[src/rtl/fp_mul_host_if.sv]
// fp_mul_host_if
//   Groups the signals of fp_mul_host that are not clock or reset.
//   Request side (system requester <-> host):
//     start        request; taken on a rising edge where busy=0
//     op_a, op_b   64-bit operands, sampled with the accepted start
//     busy         host is in a transaction (including the idle gap)
//     result_valid one-cycle strobe qualifying result/timeout_err
//     result       assembled product, held until the next strobe
//     timeout_err  1 = the slave never raised READY
//   Link side (host <-> FP_MUL):
//     ENABLE       DATA_IN carries an operand byte this cycle
//     DATA_IN      operand byte
//     DATA_OUT     product byte from FP_MUL
//     READY        rising edge marks product byte 0 on DATA_OUT
//   The modport named master is the host's view; slave is the view of
//   whatever sits around the host (requester plus FP_MUL).
interface fp_mul_host_if;
    logic        start;
    logic [63:0] op_a;
    logic [63:0] op_b;
    logic        busy;
    logic        result_valid;
    logic [63:0] result;
    logic        timeout_err;
    logic        ENABLE;
    logic [7:0]  DATA_IN;
    logic [7:0]  DATA_OUT;
    logic        READY;

    modport master (
        input  start, op_a, op_b, DATA_OUT, READY,
        output busy, result_valid, result, timeout_err, ENABLE, DATA_IN
    );

    modport slave (
        output start, op_a, op_b, DATA_OUT, READY,
        input  busy, result_valid, result, timeout_err, ENABLE, DATA_IN
    );
endinterface

[src/rtl/fp_mul_host.sv]
// fp_mul_host
//   Byte-serial initiator for the FP_MUL link. Takes two 64-bit operands in
//   parallel, streams them LSB byte first over ENABLE/DATA_IN (A then B),
//   waits for a rising edge on READY, collects eight product bytes from
//   DATA_OUT and presents the product as a one-cycle parallel strobe.
//   Operands are passed through untouched; no floating-point interpretation.
// Ports:
//   CLK        clock, all logic on the rising edge
//   RESET      synchronous, active-high reset
//   bus        fp_mul_host_if.master (request side and FP_MUL link)
//   state_dbg  current FSM state encoding, for observation only
// Parameters:
//   TIMEOUT_CYCLES  cycles allowed in WAIT before giving up (>= 1)
//   GAP_CYCLES      idle cycles after each transaction before the next start
//
// Handshake semantics: a request is taken on a rising edge where start=1 and
// busy=0 (busy rises on the following cycle and stays high through the gap;
// start while busy is dropped, never queued). result_valid is a single-cycle
// strobe with no back-pressure. On the link, ENABLE=1 qualifies one DATA_IN
// byte per cycle for 16 consecutive cycles; the first cycle where READY is
// high after being low (while waiting) carries product byte 0, and bytes
// 1..7 follow on consecutive cycles regardless of READY.
module fp_mul_host #(
    parameter int TIMEOUT_CYCLES = 1024,
    parameter int GAP_CYCLES     = 2
) (
    input  logic          CLK,
    input  logic          RESET,
    fp_mul_host_if.master bus,
    output logic [2:0]    state_dbg
);
    localparam int TW = $clog2(TIMEOUT_CYCLES + 1);
    localparam int GW = (GAP_CYCLES > 1) ? $clog2(GAP_CYCLES) : 1;

    typedef enum logic [2:0] {
        ST_IDLE   = 3'd0,
        ST_SEND_A = 3'd1,
        ST_SEND_B = 3'd2,
        ST_WAIT   = 3'd3,
        ST_RECV   = 3'd4,
        ST_DONE   = 3'd5,
        ST_GAP    = 3'd6
    } state_t;

    state_t        state_q, state_n;
    logic [2:0]    idx_q, idx_n;
    logic [TW-1:0] tcnt_q, tcnt_n;
    logic [GW-1:0] gcnt_q, gcnt_n;
    logic [63:0]   a_q, a_n;
    logic [63:0]   b_q, b_n;
    logic [63:0]   rx_q, rx_n;
    logic [63:0]   result_q, result_n;
    logic          result_valid_q, result_valid_n;
    logic          timeout_err_q, timeout_err_n;
    logic          enable_q, enable_n;
    logic [7:0]    data_in_q, data_in_n;
    logic          busy_q, busy_n;
    logic          ready_d_q;
    logic          ready_rise;

    function automatic logic [7:0] sel_byte(input logic [63:0] w, input logic [2:0] i);
        return w[{i, 3'b000} +: 8];
    endfunction

    // READY already high on WAIT entry leaves ready_d high, so it is not
    // mistaken for the start of a result transfer.
    assign ready_rise = bus.READY & ~ready_d_q;

    always_comb begin
        state_n        = state_q;
        idx_n          = idx_q;
        tcnt_n         = tcnt_q;
        gcnt_n         = gcnt_q;
        a_n            = a_q;
        b_n            = b_q;
        rx_n           = rx_q;
        result_n       = result_q;
        timeout_err_n  = timeout_err_q;
        busy_n         = busy_q;
        result_valid_n = 1'b0;
        enable_n       = 1'b0;
        data_in_n      = 8'd0;

        case (state_q)
            ST_IDLE: begin
                if (bus.start) begin
                    a_n       = bus.op_a;
                    b_n       = bus.op_b;
                    idx_n     = 3'd0;
                    enable_n  = 1'b1;
                    data_in_n = bus.op_a[7:0];
                    busy_n    = 1'b1;
                    state_n   = ST_SEND_A;
                end
            end
            // In SEND_A/SEND_B, idx is the byte currently on DATA_IN; the
            // next byte is loaded so that DATA_IN stays registered.
            ST_SEND_A: begin
                enable_n = 1'b1;
                if (idx_q == 3'd7) begin
                    idx_n     = 3'd0;
                    data_in_n = b_q[7:0];
                    state_n   = ST_SEND_B;
                end else begin
                    idx_n     = idx_q + 3'd1;
                    data_in_n = sel_byte(a_q, idx_q + 3'd1);
                end
            end
            ST_SEND_B: begin
                if (idx_q == 3'd7) begin
                    tcnt_n  = '0;
                    state_n = ST_WAIT;
                end else begin
                    enable_n  = 1'b1;
                    idx_n     = idx_q + 3'd1;
                    data_in_n = sel_byte(b_q, idx_q + 3'd1);
                end
            end
            // Capture is checked before the limit so that an edge arriving
            // on the last allowed cycle still wins.
            ST_WAIT: begin
                if (ready_rise) begin
                    rx_n[7:0] = bus.DATA_OUT;
                    idx_n     = 3'd1;
                    state_n   = ST_RECV;
                end else if (tcnt_q == TW'(TIMEOUT_CYCLES - 1)) begin
                    result_n       = '0;
                    timeout_err_n  = 1'b1;
                    result_valid_n = 1'b1;
                    state_n        = ST_DONE;
                end else begin
                    tcnt_n = tcnt_q + 1'b1;
                end
            end
            // Bytes are gathered in rx and copied to result only at the
            // strobe, so result never shows a half-assembled product.
            ST_RECV: begin
                rx_n[{idx_q, 3'b000} +: 8] = bus.DATA_OUT;
                if (idx_q == 3'd7) begin
                    result_n       = rx_n;
                    timeout_err_n  = 1'b0;
                    result_valid_n = 1'b1;
                    state_n        = ST_DONE;
                end else begin
                    idx_n = idx_q + 3'd1;
                end
            end
            // result_valid is high during DONE (it was registered on entry).
            ST_DONE: begin
                gcnt_n = '0;
                if (GAP_CYCLES == 0) begin
                    busy_n  = 1'b0;
                    state_n = ST_IDLE;
                end else begin
                    state_n = ST_GAP;
                end
            end
            ST_GAP: begin
                if (gcnt_q == GW'(GAP_CYCLES - 1)) begin
                    busy_n  = 1'b0;
                    state_n = ST_IDLE;
                end else begin
                    gcnt_n = gcnt_q + 1'b1;
                end
            end
            default: begin
                busy_n  = 1'b0;
                state_n = ST_IDLE;
            end
        endcase
    end

    always_ff @(posedge CLK) begin
        if (RESET) begin
            state_q        <= ST_IDLE;
            idx_q          <= '0;
            tcnt_q         <= '0;
            gcnt_q         <= '0;
            a_q            <= '0;
            b_q            <= '0;
            rx_q           <= '0;
            result_q       <= '0;
            result_valid_q <= 1'b0;
            timeout_err_q  <= 1'b0;
            enable_q       <= 1'b0;
            data_in_q      <= '0;
            busy_q         <= 1'b0;
            ready_d_q      <= 1'b0;
        end else begin
            state_q        <= state_n;
            idx_q          <= idx_n;
            tcnt_q         <= tcnt_n;
            gcnt_q         <= gcnt_n;
            a_q            <= a_n;
            b_q            <= b_n;
            rx_q           <= rx_n;
            result_q       <= result_n;
            result_valid_q <= result_valid_n;
            timeout_err_q  <= timeout_err_n;
            enable_q       <= enable_n;
            data_in_q      <= data_in_n;
            busy_q         <= busy_n;
            ready_d_q      <= bus.READY;
        end
    end

    assign bus.busy         = busy_q;
    assign bus.result_valid = result_valid_q;
    assign bus.result       = result_q;
    assign bus.timeout_err  = timeout_err_q;
    assign bus.ENABLE       = enable_q;
    assign bus.DATA_IN      = data_in_q;
    assign state_dbg        = state_q;
endmodule
[src/flat_wrapper.sv]
// flat-port wrapper written by rule: the top's interface ports become plain ports
module fp_mul_host_flat 
#(
    parameter int TIMEOUT_CYCLES = 1024,
    parameter int GAP_CYCLES     = 2
)
  (CLK, RESET, state_dbg, bus_start, bus_op_a, bus_op_b, bus_DATA_OUT, bus_READY, bus_busy, bus_result_valid, bus_result, bus_timeout_err, bus_ENABLE, bus_DATA_IN);
  fp_mul_host_if bus_i ();
  input  logic CLK;
  input  logic RESET;
  output logic [2:0] state_dbg;
  input wire logic [$bits(bus_i.start)-1:0] bus_start;
  input wire logic [$bits(bus_i.op_a)-1:0] bus_op_a;
  input wire logic [$bits(bus_i.op_b)-1:0] bus_op_b;
  input wire logic [$bits(bus_i.DATA_OUT)-1:0] bus_DATA_OUT;
  input wire logic [$bits(bus_i.READY)-1:0] bus_READY;
  output wire logic [$bits(bus_i.busy)-1:0] bus_busy;
  output wire logic [$bits(bus_i.result_valid)-1:0] bus_result_valid;
  output wire logic [$bits(bus_i.result)-1:0] bus_result;
  output wire logic [$bits(bus_i.timeout_err)-1:0] bus_timeout_err;
  output wire logic [$bits(bus_i.ENABLE)-1:0] bus_ENABLE;
  output wire logic [$bits(bus_i.DATA_IN)-1:0] bus_DATA_IN;
  assign bus_i.start = bus_start;
  assign bus_i.op_a = bus_op_a;
  assign bus_i.op_b = bus_op_b;
  assign bus_i.DATA_OUT = bus_DATA_OUT;
  assign bus_i.READY = bus_READY;
  assign bus_busy = bus_i.busy;
  assign bus_result_valid = bus_i.result_valid;
  assign bus_result = bus_i.result;
  assign bus_timeout_err = bus_i.timeout_err;
  assign bus_ENABLE = bus_i.ENABLE;
  assign bus_DATA_IN = bus_i.DATA_IN;
  fp_mul_host #(.TIMEOUT_CYCLES(TIMEOUT_CYCLES), .GAP_CYCLES(GAP_CYCLES)) u_core (.CLK(CLK), .RESET(RESET), .bus(bus_i), .state_dbg(state_dbg));
endmodule
[config.mk]
export PLATFORM = sky130hd
export DESIGN_NAME = fp_mul_host_flat
export DESIGN_NICKNAME = d
export VERILOG_FILES = /design/src/rtl/fp_mul_host_if.sv /design/src/rtl/fp_mul_host.sv /design/src/flat_wrapper.sv
export SDC_FILE = /design/constraint.sdc
export NUM_CORES = 1
export LEC_CHECK = 0
export ABC_AREA = 0
export BUFFER_PORTS_ARGS = -buffer_cell sky130_fd_sc_hd__buf_4
export CAP_MARGIN = 10
export CORE_UTILIZATION = 26
export CTS_CLUSTER_SIZE = 14
export DETAILED_ROUTE_END_ITERATION = 12
export HOLD_SLACK_MARGIN = 0.1
export PLACE_DENSITY = 0.45
export SLEW_MARGIN = 20
export SYNTH_ARGS = -nofsm -noshare
export SYNTH_HDL_FRONTEND = slang
export SYNTH_SLANG_ARGS = --single-unit
[constraint.sdc]
create_clock -name CLK -period 5.06 [get_ports CLK]
set_input_delay 0.506 -clock CLK [delete_from_list [all_inputs] [get_ports CLK]]
set_output_delay 0.506 -clock CLK [all_outputs]
set_load 0.02 [all_outputs]
==> results of run 1 <==
## area by class of cell
class / count / area share
clock buffers: 54 / 0.0672
clock inverters: 7 / 0.00515
inverters: 7 / 0.00172
multi-input cells: 1010 / 0.385
flip-flops and latches: 287 / 0.376
well taps: 600 / 0.0491
repair buffers: 231 / 0.116
## path summary, 6_finish.rpt
kind,startpoint,to,depth (start not counted)
hold reg to reg,u_core.a_q[35],u_core.a_q[35],2
setup / recovery,u_core.idx_q[0],u_core.bus.result[28],7
hold / removal,bus_op_a[13],u_core.a_q[13],3
setup reg to reg,u_core.idx_q[0],u_core.bus.result[28],7
## logic make-up (layout without fill, tap and decap cells)
kind of cell / Yosys count / count (layout) / share of synthesized area
muxes: 69 / 69 / 0.0919
xor gates and xnor gates: 10 / 10 / 0.00724
adders and majority gates: 8 / 8 / 0.00828
AOI/OAI and AO/OA: 361 / 361 / 0.178
and+or+nand+nor: 562 / 562 / 0.198
DFF: 287 / 287 / 0.475
buffers and inverters: 126 / 299 / 0.0413
## state kept, by name (all words and copies together) (netlist names), 3 cells and up
| register | count |
|---|---|
| u_core.a_q | 64 |
| u_core.bus.result | 64 |
| u_core.rx_q | 64 |
| u_core.state_dbg | 3 |
| u_core.idx_q | 3 |
| u_core.b_q | 64 |
| u_core.tcnt_q | 11 |
| u_core.bus.DATA_IN | 8 |
## critical path, cell delays in order, from the launching register on
cell and delay, ns:
dfxtp_2 0.32, buf_4 0.53, ha_1 0.32, ha_1 0.42
a22o_4 0.80, buf_4 0.39, nor2_1 0.08, a211oi_2 0.19
## routing by layer
metal | part of all wire | wire length (µm) | global-route usage | up-vias
met5 | 0.00039 | 15 | 0 | -
met4 | 0.018 | 699 | 0.0460 | 2
met3 | 0.054 | 2050 | 0.0326 | 47
met2 | 0.47 | 17900 | 0.258 | 231
met1 | 0.46 | 17400 | 0.212 | 4998
li1 | - | - | - | 5293
## power by group
| group | switching, mW | internal (mW) |
|---|---|---|
| logic | 0.259 | 0.203 |
| registers | 0.0397 | 2.33 |
| clock network | 0.988 | 1.45 |
| total | 1.29 | 3.98 |
## synthesized netlist by cell type, types with 3 or more instances
cell	instances	area (µm²)
a211oi_1	42	315
a211oi_2	9	113
a21oi_1	217	1090
a22oi_1	15	113
a31oi_1	40	250
and3b_1	3	26.3
buf_1	5	18.8
buf_2	15	75.1
clkbuf_1	98	368
dfxtp_1	287	5750
ha_1	8	100
inv_1	7	26.3
mux2_2	16	180
mux2i_1	21	210
mux4_2	32	721
nand2_1	353	1330
nand2b_1	10	62.6
nand3_1	27	135
nand3b_1	5	37.5
nor2_1	86	323
nor3_1	42	210
nor3b_1	3	22.5
nor4_1	11	68.8
nor4b_1	3	26.3
o21ai_0	12	60.1
o221ai_1	5	43.8
o22a_1	3	26.3
or3_1	4	25.0
xnor2_1	10	87.6
==> run metrics, run 1 <==
Critical Path End Type flop; number of flops mapped to enable cells by yosys 0; PwrDens 344 nW/µm²; YS warnings 0; CTS Buf Count 35; f_max 0.314 GHz; period utilization 0.629; worst relative slew slack 0.285; most frequent cells in the layout 353 x nand2_1, 286 x dfxtp_1, 228 x buf_4; Post-CTS Hold Buffers 0; TritonCTS clock tree done; Hold Violations, Final 0; RSZ-0062 raised after global routing no; Setup-failing EPs final 0; Cells after DPL 2134; signal arrival time at the worst endpoint 3.64 ns; Clk Tree Root Cell clkbuf_16; Die Span X 218 µm; initial core utilization 0.265; number of port buffers 218; Max Slew Vio Count 0; RD Place Congestion approximately 0.74; CP Class reg -> reg; fraction of layout cells with a size suffix above 1 0.221; sequential fraction of the synthesis area 0.475; Worst EP required about 5.5 ns; drt total wl around 38000 µm; FF+latch count, synth 287; largest net degree at the start of global routing 137; Netlist cell types 57; Setup WS pre-CTS 1.81 ns; Synth Cell Area 12100 µm²; worst hold-check path type in -> reg; setup_tns 0 ns; # Max-Cap Violations 0; Pre-Repair DR Iteration Count 6; cts repair resizes 0; CORE AREA 45700 µm²; DP Area approximately 14000 µm²; per-cell routed wire length 17.3 µm; syn avg cell area 8.50 µm²; die area about 47000 µm²; Core Rows 78; Via density 4.81; multi-input logic area 5900 µm²; Final Total Pwr 5.27 mW; post-layout util 0.335; Cell Count, Final, Fillers Out 2196; chip height ~220 µm; first-pass GRT wire length between 50000 and 60000 µm; Worst-Skew Late Latency around 0.54 ns; slew at the pin with the worst max-slew slack between 1 and 1.5 ns; Final Skew ~0.030 ns; TritonCTS sink count 287; Clock Pin Slew Worst Setup and Hold Paths 0.06 ns; post-CTS setup buffers 0; initial antenna violation count 1; CTS Buffer Depth 3; DRC 0; syn nets about 1600; vias in the first global route 10200; Layout Nets 1720; status finished clean; dpl hpwl between 20000 and 30000 µm; Design Area, Final 15300 µm²; r2r setup slk 1.88 ns; post-route antenna net violation count 0; startpoint types flop; overall global routing resource usage 0.159; GR Overflow Total 0; Top Ports 219; VDD IR-drop max 0.000192 V; H-tree levels 2; min Tclk post-route around 3.2 ns; worst hold slack about 0.21 ns; via count 10600; CP Max Fanout 91; DRT iter0 DRCs 734; Post-synth ARST share 0; total leakage power around 5.5 nW; ys flop type dfxtp_1; Final WS setup roughly 1.9 ns; fillers slightly below 5000; synthesis-to-finish area growth 26.5%; commonest non-fill, non-tap cell in the layout nand2_1; register area 5750 µm²; antenna cells 0; Post-Syn Instances approximately 1400
Power figures use the tool's default switching activity.
==> run 2: changes to the inputs <==
--- a/config.mk
+++ b/config.mk
@@ -12,7 +12,7 @@
 export CTS_CLUSTER_SIZE = 14
 export DETAILED_ROUTE_END_ITERATION = 12
 export HOLD_SLACK_MARGIN = 0.1
-export PLACE_DENSITY = 0.45
+export PLACE_DENSITY = 0.47
 export SLEW_MARGIN = 20
 export SYNTH_ARGS = -nofsm -noshare
 export SYNTH_HDL_FRONTEND = slang
==> constraint.sdc (replaced) <==
create_clock -name CLK -period 2.75 [get_ports CLK]
set_input_delay 0.275 -clock CLK [delete_from_list [all_inputs] [get_ports CLK]]
set_output_delay 0.275 -clock CLK [all_outputs]
set_load 0.02 [all_outputs]
==> run 2 against run 1 <==
- combinational power increased by 130%
- fmax is 28% higher
- global-route usage increased by 0.57 points
- clock skew decreased by 0.017 ns
- critical path type unchanged
- highest routed layer is now met4
==> run metrics, run 2 (synthesis results as in run 1) <==
RSZ-0062 raised after global routing no; period utilization 0.905 (+0.275); worst relative slew slack 0.368 (+0.0832); f_max 0.402 GHz (+28%); slew at the pin with the worst max-slew slack 0.948 ns (-0.110 ns); RD Place Congestion 0.759 (+2.9%); initial antenna violation count 0 (-1); Layout Nets 1890 (+9.9%); CORE AREA 45700 µm² (unchanged); total leakage power 6.29 nW (+14%); DRC 0 (unchanged); worst hold-check path type in -> reg; CTS Buffer Depth 3 (unchanged); Top Ports 219 (unchanged); Clock Pin Slew Worst Setup and Hold Paths 0.06 ns (about the same); clock power share 0.454 (-0.009); per-cell routed wire length 16.5 µm (-4.5%); overall global routing resource usage 0.165 (+0.00570); number of port buffers 218 (unchanged); DRT iter0 DRCs 822 (+12%); Final WS setup 0.262 ns (-1.61 ns); Design Area, Final 17000 µm² (+11%); Gate power share 0.106 (+0.018); startpoint types flop; Worst EP required 3.13 ns (-2.39 ns); PwrDens 581 nW/µm² (+69%); fraction of layout cells with a size suffix above 1 0.212 (-0.00883); top cell family by delay on the critical path adder cells; signal arrival time at the worst endpoint 2.86 ns (-0.78 ns); post-route antenna net violation count 0 (unchanged); Pre-Repair DR Iteration Count 6 (unchanged); initial core utilization 0.265 (unchanged); vias in the first global route 11100 (+9.0%); Hold Violations, Final 0 (unchanged); GR Overflow Total 0 (unchanged); Critical Path End Type flop; dpl hpwl 25800 µm (+3.1%); Critical Path, Cell by Cell inv_1 > ha_4 > ha_1 > nor4b_1 > nand3_1 > buf_4 > mux2_2 > nand3_1 > a21oi_1; most frequent cell on the critical path nand3_1; CP Class reg -> reg; status finished clean; post-CTS setup buffers 0 (unchanged); Setup WS pre-CTS 0.158 ns (-1.65 ns); most frequent cells in the layout 353 x nand2_1, 286 x dfxtp_1, 245 x buf_4; Die Span X 218 µm (unchanged); Setup-failing EPs final 0 (unchanged); synthesis-to-finish area growth 40.9%; CP Max Fanout 8 (-91%); DP Area 14400 µm² (+1.9%); CP peak stage delay 0.49 ns (-0.31 ns); antenna cells 0 (unchanged); commonest non-fill, non-tap cell in the layout nand2_1; fillers 4636 (-4.0%); CTS Buf Count 35 (unchanged); min Tclk post-route 2.49 ns (-0.696 ns); Final Total Pwr 9.90 mW (+88%); multi-input logic area 5920 µm² (+0.42%); die area 47400 µm² (unchanged); Sw Pwr 2.37 mW (+84%); largest net degree at the start of global routing 156 (+14%); Switching Fraction 0.239 (-0.00497); # Max-Cap Violations 0 (unchanged); CP max stage cell dfxtp_1; register area 5750 µm² (unchanged); VDD IR-drop max 0.000303 V (+58%); CP Buf/Inv Count 2 (unchanged); TritonCTS clock tree done; Worst-Skew Late Latency 0.53 ns (about the same); chip height 218 µm (unchanged); Clk Tree Root Cell clkbuf_16; TritonCTS sink count 287 (unchanged); H-tree levels 2 (unchanged); Internal 7.53 mW (+89%); first-pass GRT wire length 61600 µm (+4.6%); via count 11300 (+6.7%); Core Rows 78 (unchanged); setup_tns 0 ns (unchanged); Via density 4.77 (-0.95%); Final Skew 0.0139 ns (-0.0166 ns); Flop pwr share 0.440 (-0.009); Max Slew Vio Count 0 (unchanged); drt total wl 39100 µm (+2.9%)
==> run 2: cell count changes in the layout (fill, tap and decap cells not counted), sizes merged <==
cell         before  now
buf             230  253
bufinv            1    2
dlygate4sd3       0  147
clkinvlp          0    1
clkinv            5    4
inv               8    7
==> run 2: power groups by stage <==
| stage | clock, mW | combinational [mW] | sequential, mW |
|---|---|---|---|
| global placement | 0 | 0.877 | 4.44 |
| detailed placement | 0 | 0.884 | 4.45 |
| CTS | 4.64 | 1.05 | 4.35 |
| global route | 4.80 | 1.15 | 4.37 |
| floorplan | 0 | 0.490 | 4.43 |
| finish | 4.49 | 1.05 | 4.36 |
==> run 2: repair_timing <==
action | CTS | global route
setup endpoints to repair | 0 | 22
resized for setup | 0 | 3
endpoints found under the hold margin | 140 | 0
hold buffers | 147 | 0
==> run 2: worst paths after layout <==
check / depth (start not counted) / startpoint / endpoint / slack [ns]
worst max register to register: 9 / u_core.idx_q[1] / u_core.bus.result[4] / 0.26
worst min register to register: 2 / u_core.b_q[20] / u_core.b_q[20] / 0.45
worst max-delay path: 9 / u_core.idx_q[1] / u_core.bus.result[4] / 0.26
worst min-delay path: 2 / RESET / u_core.a_q[40] / 0.13
==> run 2: worst reg2reg max path, cell delays in order (launching register included) <==
cell and delay [ns]:
dfxtp_1 0.49, inv_1 0.16, ha_4 0.19, ha_1 0.40
nor4b_1 0.30, nand3_1 0.17, buf_4 0.21, mux2_2 0.28
nand3_1 0.09, a21oi_1 0.07
==> run 2: cell type report <==
type,count,share of cell area
clock inverter,7,0.00558
multi-input combinational,1010,0.348
clock buffer,54,0.0593
sequential,287,0.337
inverter,7,0.00154
tap,600,0.0441
timing repair buffer,401,0.205
==> run 2: layer usage <==
metal,GRT usage,part of all wire,vias up
li1,-,-,5631
met2,0.269,0.48,247
met3,0.0311,0.050,57
met1,0.217,0.45,5346
met5,0,0,-
met4,0.0552,0.026,0
==> run 2: through the flow <==
| stage | hold WS, ns | utilization | instances |
|---|---|---|---|
| after floorplan | 0.403 | - | 1423 |
| after global placement | 0.439 | 0.316 | 2158 |
| after detailed placement | 0.447 | 0.316 | 2158 |
| after CTS | 0.100 | 0.372 | 2366 |
| after global routing | 0.135 | 0.373 | 2366 |
| final | 0.127 | 0.373 | 2366 |
==> run 3: changes to the inputs <==
--- a/config.mk
+++ b/config.mk
@@ -8,11 +8,13 @@
 export ABC_AREA = 0
 export BUFFER_PORTS_ARGS = -buffer_cell sky130_fd_sc_hd__buf_4
 export CAP_MARGIN = 10
+export CELL_PAD_IN_SITES_DETAIL_PLACEMENT = 0
+export CELL_PAD_IN_SITES_GLOBAL_PLACEMENT = 1
 export CORE_UTILIZATION = 26
 export CTS_CLUSTER_SIZE = 14
 export DETAILED_ROUTE_END_ITERATION = 12
 export HOLD_SLACK_MARGIN = 0.1
-export PLACE_DENSITY = 0.47
+export PLACE_DENSITY = 0.56
 export SLEW_MARGIN = 20
 export SYNTH_ARGS = -nofsm -noshare
 export SYNTH_HDL_FRONTEND = slang
==> constraint.sdc (replaced) <==
create_clock -name CLK -period 2.33 [get_ports CLK]
set_input_delay 0.233 -clock CLK [delete_from_list [all_inputs] [get_ports CLK]]
set_output_delay 0.233 -clock CLK [all_outputs]
set_load 0.02 [all_outputs]
==> run 3 against run 2 <==
- die area unchanged
- power increased by 21%
- combinational power increased by 21%
- register-to-register slack got worse by 0.15 ns
- sequential power increased by 18%
- largest power group unchanged
==> run metrics, run 3 (synthesis results as in run 1) <==
status finished clean; Core Rows 78 (unchanged); TritonCTS clock tree done; r2r setup slk 0.12 ns (-0.15 ns); startpoint types flop; chip height 218 µm (unchanged); synthesis-to-finish area growth 42.9%; VDD IR-drop max 0.000407 V (+34%); initial core utilization 0.265 (unchanged); antenna cells 0 (unchanged); Hold Violations, Final 0 (unchanged); Pre-Repair DR Iteration Count 5 (-1); # Max-Cap Violations 0 (unchanged); die area 47400 µm² (unchanged); CTS Buffer Depth 3 (unchanged); vias in the first global route 11000 (-0.27%); post-route antenna net violation count 0 (unchanged); Design Area, Final 17300 µm² (+1.4%); most frequent cells in the layout 353 x nand2_1, 286 x dfxtp_1, 253 x buf_4; fillers 4664 (+0.60%); Via density 4.75 (-0.35%); per-cell routed wire length 17.2 µm (+4.2%); CP Class reg -> reg; f_max 0.452 GHz (+12%); CORE AREA 45700 µm² (unchanged); commonest non-fill, non-tap cell in the layout nand2_1; Critical Path End Type flop; Setup-failing EPs final 0 (unchanged); period utilization 0.950 (+0.0454); Worst EP required 2.75 ns (-0.38 ns); DRC 0 (unchanged); CP Max Fanout 23 (+15); overall global routing resource usage 0.172 (+0.00751); setup_tns 0 ns (unchanged); first-pass GRT wire length 63400 µm (+3.0%); GR Overflow Total 0 (unchanged); slew at the pin with the worst max-slew slack 0.993 ns (+0.0454 ns); H-tree levels 2 (unchanged); worst relative slew slack 0.338 (-0.0303); Clock Pin Slew Worst Setup and Hold Paths 0.06 ns (about the same); Clk Tree Root Cell clkbuf_16; fraction of layout cells with a size suffix above 1 0.228 (+0.0159); dpl hpwl 27600 µm (+7.1%); Max Slew Vio Count 0 (unchanged); signal arrival time at the worst endpoint 2.63 ns (-0.23 ns); DP Area 14700 µm² (+1.8%); Top Ports 219 (unchanged); RD Place Congestion 0.754 (-0.63%); CTS Buf Count 36 (+2.9%); RSZ-0062 raised after global routing no; Final Skew 0.0227 ns (+0.00882 ns); via count 11300 (-0.18%); worst hold-check path type in -> reg; largest net degree at the start of global routing 148 (-5.1%); TritonCTS sink count 287 (unchanged); Worst-Skew Late Latency 0.55 ns (+0.02 ns); Layout Nets 1900 (+0.53%); drt total wl 40800 µm (+4.3%); total leakage power 6.40 nW (+1.7%); initial antenna violation count 0 (unchanged); DRT iter0 DRCs 685 (-17%); PwrDens 693 nW/µm² (+19%); number of port buffers 218 (unchanged); min Tclk post-route 2.21 ns (-0.274 ns); Die Span X 218 µm (unchanged)
run 3: cell count changes in the layout (fill, tap and decap cells not counted), moves of 2 or more:
cell | before | now
nand3_1 | 26 | 24
nand3_2 | 0 | 2
ha_2 | 0 | 2
clkinv_4 | 2 | 0
buf_4 | 245 | 253
buf_12 | 8 | 18
clkbuf_8 | 3 | 8
nor2_2 | 0 | 2
inv_6 | 0 | 3
clkbuf_1 | 15 | 4
dlygate4sd3_1 | 147 | 138
nor2_1 | 86 | 84
run 3: cell type report:
cell class                 instances  area (µm²)  share of cell area
multi-input combinational       1010        5930               0.343
sequential                       287        5750               0.333
timing repair buffer             410        3650               0.212
clock buffer                      48        1040              0.0600
tap                              600         751              0.0434
clock inverter                     8         129             0.00746
inverter                           7        26.3             0.00152
run 3: path summary, 6_finish.rpt:
kind | start | cells past startpoint | end
min reg2reg | u_core.rx_q[32] | 2 | u_core.rx_q[32]
min | RESET | 3 | u_core.bus.DATA_IN[6]
max reg2reg | u_core.idx_q[1] | 7 | u_core.bus.DATA_IN[4]
max | u_core.idx_q[1] | 7 | u_core.bus.DATA_IN[4]
run 3: power breakdown:
group / internal [mW] / switching (mW) / total, mW
registers: 5.06 / 0.0909 / 5.15
logic: 0.645 / 0.627 / 1.27
clock network: 3.43 / 2.13 / 5.56
run 3: through the flow:
| stage | std cells | utilization | hold WS, ns | setup WS [ns] | power (mW) |
|---|---|---|---|---|---|
| 3_5_place_dp | 2175 | 0.322 | 0.443 | 0.0349 | 6.35 |
| 2_1_floorplan | 1423 | - | 0.361 | 0.0372 | 5.81 |
| 3_3_place_gp | 2175 | 0.322 | 0.438 | 0.0992 | 6.34 |
| 4_1_cts | 2369 | 0.377 | 0.119 | 0.0235 | 12.2 |
| 5_1_grt | 2370 | 0.378 | 0.181 | 0.00193 | 12.5 |
| 6_report | 2370 | 0.378 | 0.172 | 0.117 | 12.0 |
run 3: worst max-delay path, cell delays in order, from the launching register on:
cell and delay, ns:
dfxtp_1 0.36, inv_1 0.10, ha_2 0.36, buf_12 0.23, buf_12 0.17, mux4_2 0.51
a22oi_2 0.21, o221ai_1 0.13
run 3: timing repair:
item / CTS / global route
hold endpoints to repair: 143 / 0
hold buffers: 138 / 0
setup buffers: 0 / 1
gates resized for setup: 0 / 5
setup endpoints to repair: 0 / 36
run 3: metal layers:
metal,vias up,wire [µm],track usage
li1,5636,-,-
met1,5326,18800,0.230
met2,240,19300,0.280
met3,59,1770,0.0298
met4,0,1010,0.0575
met5,-,0,0
